## src/rtl/fp_mult_share_arb.sv

```systemverilog
// fp_mult_share_arb
//   Shares one pipelined floating-point multiplier among NUM_REQ requesters.
//   Each cycle at most one valid requester is granted. Its operands and index
//   are registered into an issue stage. They then travel through a STAGES-deep
//   multiplier pipeline, with the requester index riding alongside. Each result
//   returns on a one-hot strobe to the requester that issued it. The latency is
//   fixed and there is no backpressure.
//
//   Configuration macro: FP_MULT_ARB_RR_EN
//     defined   -> round-robin arbitration with a rotating start pointer
//     undefined -> fixed priority, lowest index wins (no pointer register)
//
// Ports
//   clk        clock
//   rst_n      asynchronous active-low reset
//   flush      synchronous drop of all in-flight work (blocks grant this cycle)
//   req_valid  per-requester operand valid
//   req_a      packed operand A, requester i at [i*W +: W]
//   req_b      packed operand B, requester i at [i*W +: W]
//   req_ready  one-hot grant (combinational); transfer = valid & ready
//   rsp_valid  one-hot result strobe to the originating requester
//   rsp_id     index of the originating requester (held between results)
//   rsp_z      product, broadcast to all requesters (held between results)
//   inflight   number of issued products not yet returned
module fp_mult_share_arb #(
    parameter int NUM_REQ   = 4,
    parameter int SIG_WIDTH = 23,
    parameter int EXP_WIDTH = 8,
    parameter int STAGES    = 5
) (
    input  logic                                         clk,
    input  logic                                         rst_n,
    input  logic                                         flush,
    input  logic [NUM_REQ-1:0]                           req_valid,
    input  logic [NUM_REQ*(SIG_WIDTH+EXP_WIDTH+1)-1:0]   req_a,
    input  logic [NUM_REQ*(SIG_WIDTH+EXP_WIDTH+1)-1:0]   req_b,
    output logic [NUM_REQ-1:0]                           req_ready,
    output logic [NUM_REQ-1:0]                           rsp_valid,
    output logic [(($clog2(NUM_REQ) > 1) ? $clog2(NUM_REQ) : 1)-1:0] rsp_id,
    output logic [SIG_WIDTH+EXP_WIDTH:0]                 rsp_z,
    output logic [$clog2(STAGES+2)-1:0]                  inflight
);

    localparam int ID_W  = ($clog2(NUM_REQ) > 1) ? $clog2(NUM_REQ) : 1;
    localparam int W     = SIG_WIDTH + EXP_WIDTH + 1;
    localparam int CNT_W = $clog2(STAGES + 2);
    localparam logic [EXP_WIDTH-1:0] BIAS = {1'b0, {(EXP_WIDTH-1){1'b1}}};

    // Truncating multiply: no rounding, no NaN/Inf/denormal handling.
    // A zero magnitude on either side yields +0.
    function automatic logic [W-1:0] fp_mul(input logic [W-1:0] a, input logic [W-1:0] b);
        logic [2*SIG_WIDTH+1:0] prod;
        logic [EXP_WIDTH-1:0]   e;
        logic [SIG_WIDTH-1:0]   m;
        if (a[W-2:0] == '0 || b[W-2:0] == '0) begin
            return '0;
        end
        prod = {{(SIG_WIDTH+1){1'b0}}, 1'b1, a[SIG_WIDTH-1:0]}
             * {{(SIG_WIDTH+1){1'b0}}, 1'b1, b[SIG_WIDTH-1:0]};
        e = a[W-2 -: EXP_WIDTH] + b[W-2 -: EXP_WIDTH] - BIAS;
        // A product in [2,4) needs a one-bit renormalising shift.
        if (prod[2*SIG_WIDTH+1]) begin
            m = prod[2*SIG_WIDTH -: SIG_WIDTH];
            e = e + EXP_WIDTH'(1);
        end else begin
            m = prod[2*SIG_WIDTH-1 -: SIG_WIDTH];
        end
        return {a[W-1] ^ b[W-1], e, m};
    endfunction

    logic            gnt_any;
    logic [ID_W-1:0] gnt_id;

`ifdef FP_MULT_ARB_RR_EN
    logic [ID_W-1:0] ptr_q, ptr_d;

    // Search starts at the pointer and wraps NUM_REQ-1 -> 0.
    always_comb begin
        int idx;
        idx     = 0;
        gnt_any = 1'b0;
        gnt_id  = '0;
        for (int k = 0; k < NUM_REQ; k++) begin
            idx = int'(ptr_q) + k;
            if (idx >= NUM_REQ) idx = idx - NUM_REQ;
            if (!gnt_any && req_valid[idx]) begin
                gnt_any = 1'b1;
                gnt_id  = ID_W'(idx);
            end
        end
        if (flush) gnt_any = 1'b0;
    end

    always_comb begin
        ptr_d = ptr_q;
        if (gnt_any) begin
            ptr_d = (gnt_id == ID_W'(NUM_REQ-1)) ? '0 : gnt_id + ID_W'(1);
        end
    end

    always_ff @(posedge clk or negedge rst_n) begin
        if (!rst_n) ptr_q <= '0;
        else        ptr_q <= ptr_d;
    end
`else
    // Descending scan so the lowest valid index is the last (winning) write.
    always_comb begin
        gnt_any = 1'b0;
        gnt_id  = '0;
        for (int k = NUM_REQ-1; k >= 0; k--) begin
            if (req_valid[k]) begin
                gnt_any = 1'b1;
                gnt_id  = ID_W'(k);
            end
        end
        if (flush) gnt_any = 1'b0;
    end
`endif

    assign req_ready = gnt_any ? (NUM_REQ'(1) << gnt_id) : '0;

    logic [W-1:0] a_sel, b_sel;
    assign a_sel = req_a[int'(gnt_id)*W +: W];
    assign b_sel = req_b[int'(gnt_id)*W +: W];

    logic            iss_vld_q;
    logic [W-1:0]    iss_a_q, iss_b_q;
    logic [ID_W-1:0] iss_id_q;

    logic [STAGES:1] vld_q;
    logic [W-1:0]    z_q  [1:STAGES];
    logic [ID_W-1:0] id_q [1:STAGES];

    logic             rsp_any;
    logic [CNT_W-1:0] inflight_q, inflight_d;

    assign rsp_any = vld_q[STAGES];

    always_comb begin
        inflight_d = inflight_q;
        if (flush) begin
            inflight_d = '0;
        end else if (gnt_any && !rsp_any) begin
            inflight_d = inflight_q + CNT_W'(1);
        end else if (!gnt_any && rsp_any) begin
            inflight_d = inflight_q - CNT_W'(1);
        end
    end

    always_ff @(posedge clk or negedge rst_n) begin
        if (!rst_n) begin
            iss_vld_q  <= 1'b0;
            iss_a_q    <= '0;
            iss_b_q    <= '0;
            iss_id_q   <= '0;
            vld_q      <= '0;
            inflight_q <= '0;
            for (int s = 1; s <= STAGES; s++) begin
                z_q[s]  <= '0;
                id_q[s] <= '0;
            end
        end else begin
            inflight_q <= inflight_d;

            // issue stage: operands held when nothing is granted
            iss_vld_q <= gnt_any;
            if (gnt_any) begin
                iss_a_q  <= a_sel;
                iss_b_q  <= b_sel;
                iss_id_q <= gnt_id;
            end

            // multiplier stage 1: product computed from the issue registers
            vld_q[1] <= iss_vld_q & ~flush;
            if (iss_vld_q && !flush) begin
                z_q[1]  <= fp_mul(iss_a_q, iss_b_q);
                id_q[1] <= iss_id_q;
            end

            // retiming stages 2..STAGES: data only advances with a live valid,
            // so the last stage keeps showing the last delivered result
            for (int s = 2; s <= STAGES; s++) begin
                vld_q[s] <= vld_q[s-1] & ~flush;
                if (vld_q[s-1] && !flush) begin
                    z_q[s]  <= z_q[s-1];
                    id_q[s] <= id_q[s-1];
                end
            end
        end
    end

    assign rsp_valid = rsp_any ? (NUM_REQ'(1) << id_q[STAGES]) : '0;
    assign rsp_id    = id_q[STAGES];
    assign rsp_z     = z_q[STAGES];
    assign inflight  = inflight_q;

endmodule

```

## config.mk

```make
export PLATFORM = sky130hd
export DESIGN_NAME = fp_mult_share_arb
export DESIGN_NICKNAME = d
export VERILOG_FILES = /design/src/rtl/fp_mult_share_arb.sv
export SDC_FILE = /design/constraint.sdc
export NUM_CORES = 2
export LEC_CHECK = 0
export CELL_PAD_IN_SITES_DETAIL_PLACEMENT = 1
export CELL_PAD_IN_SITES_GLOBAL_PLACEMENT = 2
export CORE_UTILIZATION = 35
export CTS_CLUSTER_DIAMETER = 120
export DETAILED_ROUTE_END_ITERATION = 16
export HOLD_SLACK_MARGIN = 0.05
export PLACE_DENSITY_LB_ADDON = 0.05
export SETUP_SLACK_MARGIN = 0.2
export SKIP_CTS_REPAIR_TIMING = 1
export SYNTH_ARGS = -nofsm -noshare
export SYNTH_HDL_FRONTEND = slang
export SYNTH_SLANG_ARGS = --single-unit
```

## constraint.sdc

```tcl
create_clock -name clk -period 6.8 [get_ports clk]
set_input_delay 1.36 -clock clk [delete_from_list [all_inputs] [get_ports clk]]
set_output_delay 1.36 -clock clk [all_outputs]
set_load 0.02 [all_outputs]
```

==> run_summary.xml <==
<?xml version="1.0" encoding="UTF-8"?>
<metrics>
  <group name="routing">
    <metric name="route.detailed.drc" unit="">0</metric>
    <metric name="vias_per_cell" unit="">4.841</metric>
    <metric name="detailedRoute.firstIterationViolations" unit="">955</metric>
    <metric name="drt_first_pass_iters" unit="">5</metric>
    <metric name="wirelength" unit="µm">108700</metric>
    <metric name="detail_route.wl_per_cell" unit="µm">23.78</metric>
    <metric name="detail-route-antenna-nets" unit="">0</metric>
    <metric name="detailroute.via_count" unit="">22130</metric>
  </group>
  <group name="layout">
    <metric name="finalNetCount" unit="">4343</metric>
    <metric name="multiInputGateArea" unit="µm²">21220</metric>
    <metric name="finalNonFillerCells" unit="">4571</metric>
    <metric name="layout_overhead_on_the_synthesized_area" unit="%">28.10</metric>
    <metric name="area.sequential" unit="µm²">6170</metric>
    <metric name="share_of_layout_cells_above_drive_strength_1" unit="%">23.69</metric>
    <metric name="num-fill-cells" unit="">9270</metric>
    <metric name="finish.utilization" unit="%">45.53</metric>
  </group>
  <group name="global_routing">
    <metric name="global_route.overflow_total" unit="">0</metric>
    <metric name="first_pass_grt_wire_length" unit="µm">164500</metric>
    <metric name="global_route.usage.total" unit="%">25.66</metric>
    <metric name="maximum_number_of_pins_on_one_net_before_global_route_repair" unit="">149</metric>
    <metric name="grt_antenna_before_repair" unit="">1</metric>
    <metric name="number_of_global_route_vias_before_repair" unit="">25260</metric>
  </group>
  <group name="critical_path">
    <metric name="worst-endpoint-required" unit="ns">7.31</metric>
    <metric name="critPathCaptureType" unit="">register</metric>
    <metric name="worst_path_most_repeated_cell" unit="">fa_1</metric>
    <metric name="cpPeakStageDelay" unit="ns">0.63</metric>
    <metric name="timing.critical_path.from_type" unit="">register</metric>
    <metric name="path_max_fanout" unit="">5</metric>
    <metric name="crit_type" unit="">reg -&gt; reg</metric>
    <metric name="crit_slowest_cell" unit="">fa_1</metric>
    <metric name="cp_data_arrival_time" unit="ns">7.90</metric>
  </group>
  <group name="clocking">
    <metric name="cts_root_buffer" unit="">clkbuf_16</metric>
    <metric name="cts_inserted_buffers" unit="">31</metric>
    <metric name="cts_num_sinks" unit="">245</metric>
    <metric name="insertion_delay" unit="ns">0.62</metric>
    <metric name="clock_tree.htree_level_count" unit="">1</metric>
    <metric name="clock_path_buffers" unit="">3</metric>
    <metric name="cts.reportedPaths.clkPinSlew" unit="ns">0.06</metric>
    <metric name="cts_tree" unit="">built</metric>
  </group>
  <group name="logic_synthesis">
    <metric name="postSynthCellCount" unit="">2907</metric>
    <metric name="synthDominantAreaCellType" unit="">fa_1</metric>
    <metric name="synth_nets" unit="">3836</metric>
    <metric name="post_synth_instance_area" unit="µm²">29890</metric>
    <metric name="synthesis.area_per_instance" unit="µm²">10.28</metric>
    <metric name="ys_ff_latch" unit="">245</metric>
    <metric name="synth_enable_flop_cells" unit="">0</metric>
    <metric name="synth.lib_cells_used.distinct" unit="">65</metric>
    <metric name="synth-seq-area-share" unit="%">20.51</metric>
    <metric name="async_reset_ff_share" unit="%">100.0</metric>
    <metric name="ys_dominant_reg_cell" unit="">dfrtp_1</metric>
    <metric name="netlist.area_leader.share" unit="%">32.35</metric>
    <metric name="yosys_warnings" unit="">0</metric>
    <metric name="netlist_top_cells_area" unit="">fa_1 32%, dfrtp_1 21%, ha_1 7.7%</metric>
  </group>
  <group name="sta">
    <metric name="slew_viol_final" unit="">0</metric>
    <metric name="unrepaired_setup_endpoints_after_global_routing" unit="">true</metric>
    <metric name="period_share" unit="%">108.6</metric>
    <metric name="finalSetupViolations" unit="">31</metric>
    <metric name="relSlewSlack" unit="%">31.06</metric>
    <metric name="layout_setup_ws" unit="ns">-0.5873</metric>
    <metric name="report.final.hold_viol_count" unit="">0</metric>
    <metric name="timing.fmax" unit="MHz">135.4</metric>
    <metric name="final.setup_skew" unit="ns">0.04524</metric>
    <metric name="final.min_clock_period" unit="ns">7.387</metric>
    <metric name="max_slew.worst_pin.slew" unit="ns">1.034</metric>
  </group>
  <group name="place">
    <metric name="post_place_setup_slack" unit="ns">-0.7513</metric>
    <metric name="dpl.hpwl" unit="µm">93190</metric>
    <metric name="post-place-cells" unit="">4472</metric>
    <metric name="io_buffer_count" unit="">307</metric>
    <metric name="last_weighted_congestion_value_of_the_routability_driven_placer" unit="">0.9787</metric>
  </group>
  <group name="die">
    <metric name="start_util" unit="%">35.54</metric>
    <metric name="dieArea" unit="µm²">86560</metric>
    <metric name="fp.coreArea" unit="µm²">84090</metric>
    <metric name="pin_count" unit="">308</metric>
    <metric name="die_h" unit="µm">294.2</metric>
    <metric name="placement_rows" unit="">106</metric>
    <metric name="die_x" unit="µm">294.2</metric>
  </group>
  <group name="run_status">
    <metric name="violations" unit="">negative setup slack</metric>
    <metric name="status" unit="">complete, but fails checks</metric>
  </group>
  <group name="job">
    <metric name="maxCapViolations" unit="">0</metric>
  </group>
  <group name="worst_hold_path">
    <metric name="min_path_type" unit="">reg -&gt; reg</metric>
  </group>
</metrics>
stage by stage:
step                cell area, µm²  hold WS (ns)  TNS, ns
finish                       38290        0.4776   -12.95
global route                 38280        0.5102   -20.16
CTS                          37330        0.4845   -18.49
detailed placement           36350        0.4712   -17.29
global placement             36350        0.4648   -15.21
floorplan                    30570        0.4444        0
final timing paths:
kind,slack (ns),depth (start not counted),to,start
worst max-delay path,-0.59,27,z_q[156],iss_a_q[12]
worst min-delay path,0.48,2,z_q[154],z_q[154]
worst max register to register,-0.59,27,z_q[156],iss_a_q[12]
worst min register to register,0.48,2,z_q[154],z_q[154]
max in group asynchronous,4.65,2,z_q[114],rst_n
min in group asynchronous,0.80,1,id_q[3],rst_n
layer usage:
metal | vias to the layer above | wire length [µm] | track usage [%] | share of wire, %
li1 | 9931 | - | - | -
met1 | 11740 | 50730 | 36.35 | 47
met2 | 391 | 52670 | 43.65 | 48
met3 | 73 | 3701 | 2.621 | 3.4
met4 | 0 | 1584 | 2.655 | 1.5
met5 | - | 0 | 0 | 0
Yosys cell counts (3+ instances only):
master	n
dfrtp_1	245
a22oi_1	4
nand2b_1	9
o21ai_1	5
xor2_1	17
o21bai_1	7
nor3b_1	3
nor3_1	9
buf_1	8
fa_1	483
o21a_1	5
nor2_1	62
nor2b_1	8
buf_2	3
inv_1	605
xnor2_1	29
mux4_2	64
a21oi_1	42
nor4_1	17
a21o_1	13
and2_1	239
mux2_2	184
nand3_1	11
o211ai_1	5
a211oi_1	3
ha_1	183
buf_4	36
clkinv_1	3
o21ai_0	62
nand4_1	12
clkbuf_1	137
nand2_1	337
mux2i_1	14
o221ai_1	3
final cells by class:
| class | count | area share (%) |
|---|---|---|
| antenna | 1 | 0.006536 |
| clock buffer | 41 | 2.177 |
| clock inverter | 14 | 0.3922 |
| inverter | 608 | 5.984 |
| multi-input combinational | 1870 | 55.41 |
| sequential | 245 | 16.11 |
| tap | 1134 | 3.706 |
| timing repair buffer | 658 | 16.21 |
logic make-up (layout without fill, tap and decap cells):
logic type	Yosys count	after routing	synth area share [%]
other	0	1	0
multiplexers	262	262	12.22
AO/OA/AOI/OAI	176	176	3.693
adder cells (fa/ha/maj)	666	666	40.02
XOR/XNOR	47	47	1.402
buffers and inverters	792	1321	10.41
AND/OR/NAND/NOR	719	719	11.74
flip-flops	245	245	20.51
placed cells by master (no fill, tap or decap), drive strengths merged, types with 64 or more instances in the layout:
cell	n
and2	239
buf	349
clkdlybuf4s50	306
dfrtp	245
fa	483
ha	183
inv	606
mux2	184
mux4	64
nand2	337
o21ai	67
critical path: cells and delay by family (launching register included):
kind | cells | cell delay [ns]
buf+inv | 9 | 0.89
simple gates | 3 | 0.64
flops | 1 | 0.52
compound gates | 5 | 1.09
fa+ha+maj | 8 | 3.68
xor+xnor | 2 | 0.46
sequential cells by signal (all words and copies together) (netlist names):
| register | count |
|---|---|
| iss_id_q | 2 |
| z_q | 128 |
| vld_q | 5 |
| iss_vld_q | 1 |
| rsp_z | 32 |
| iss_b_q | 32 |
| iss_a_q | 32 |
| rsp_id | 2 |
| id_q | 8 |
| inflight | 3 |
Power is not shown: default switching activity piles up to over one toggle a cycle in this logic, so the estimate is an artifact.
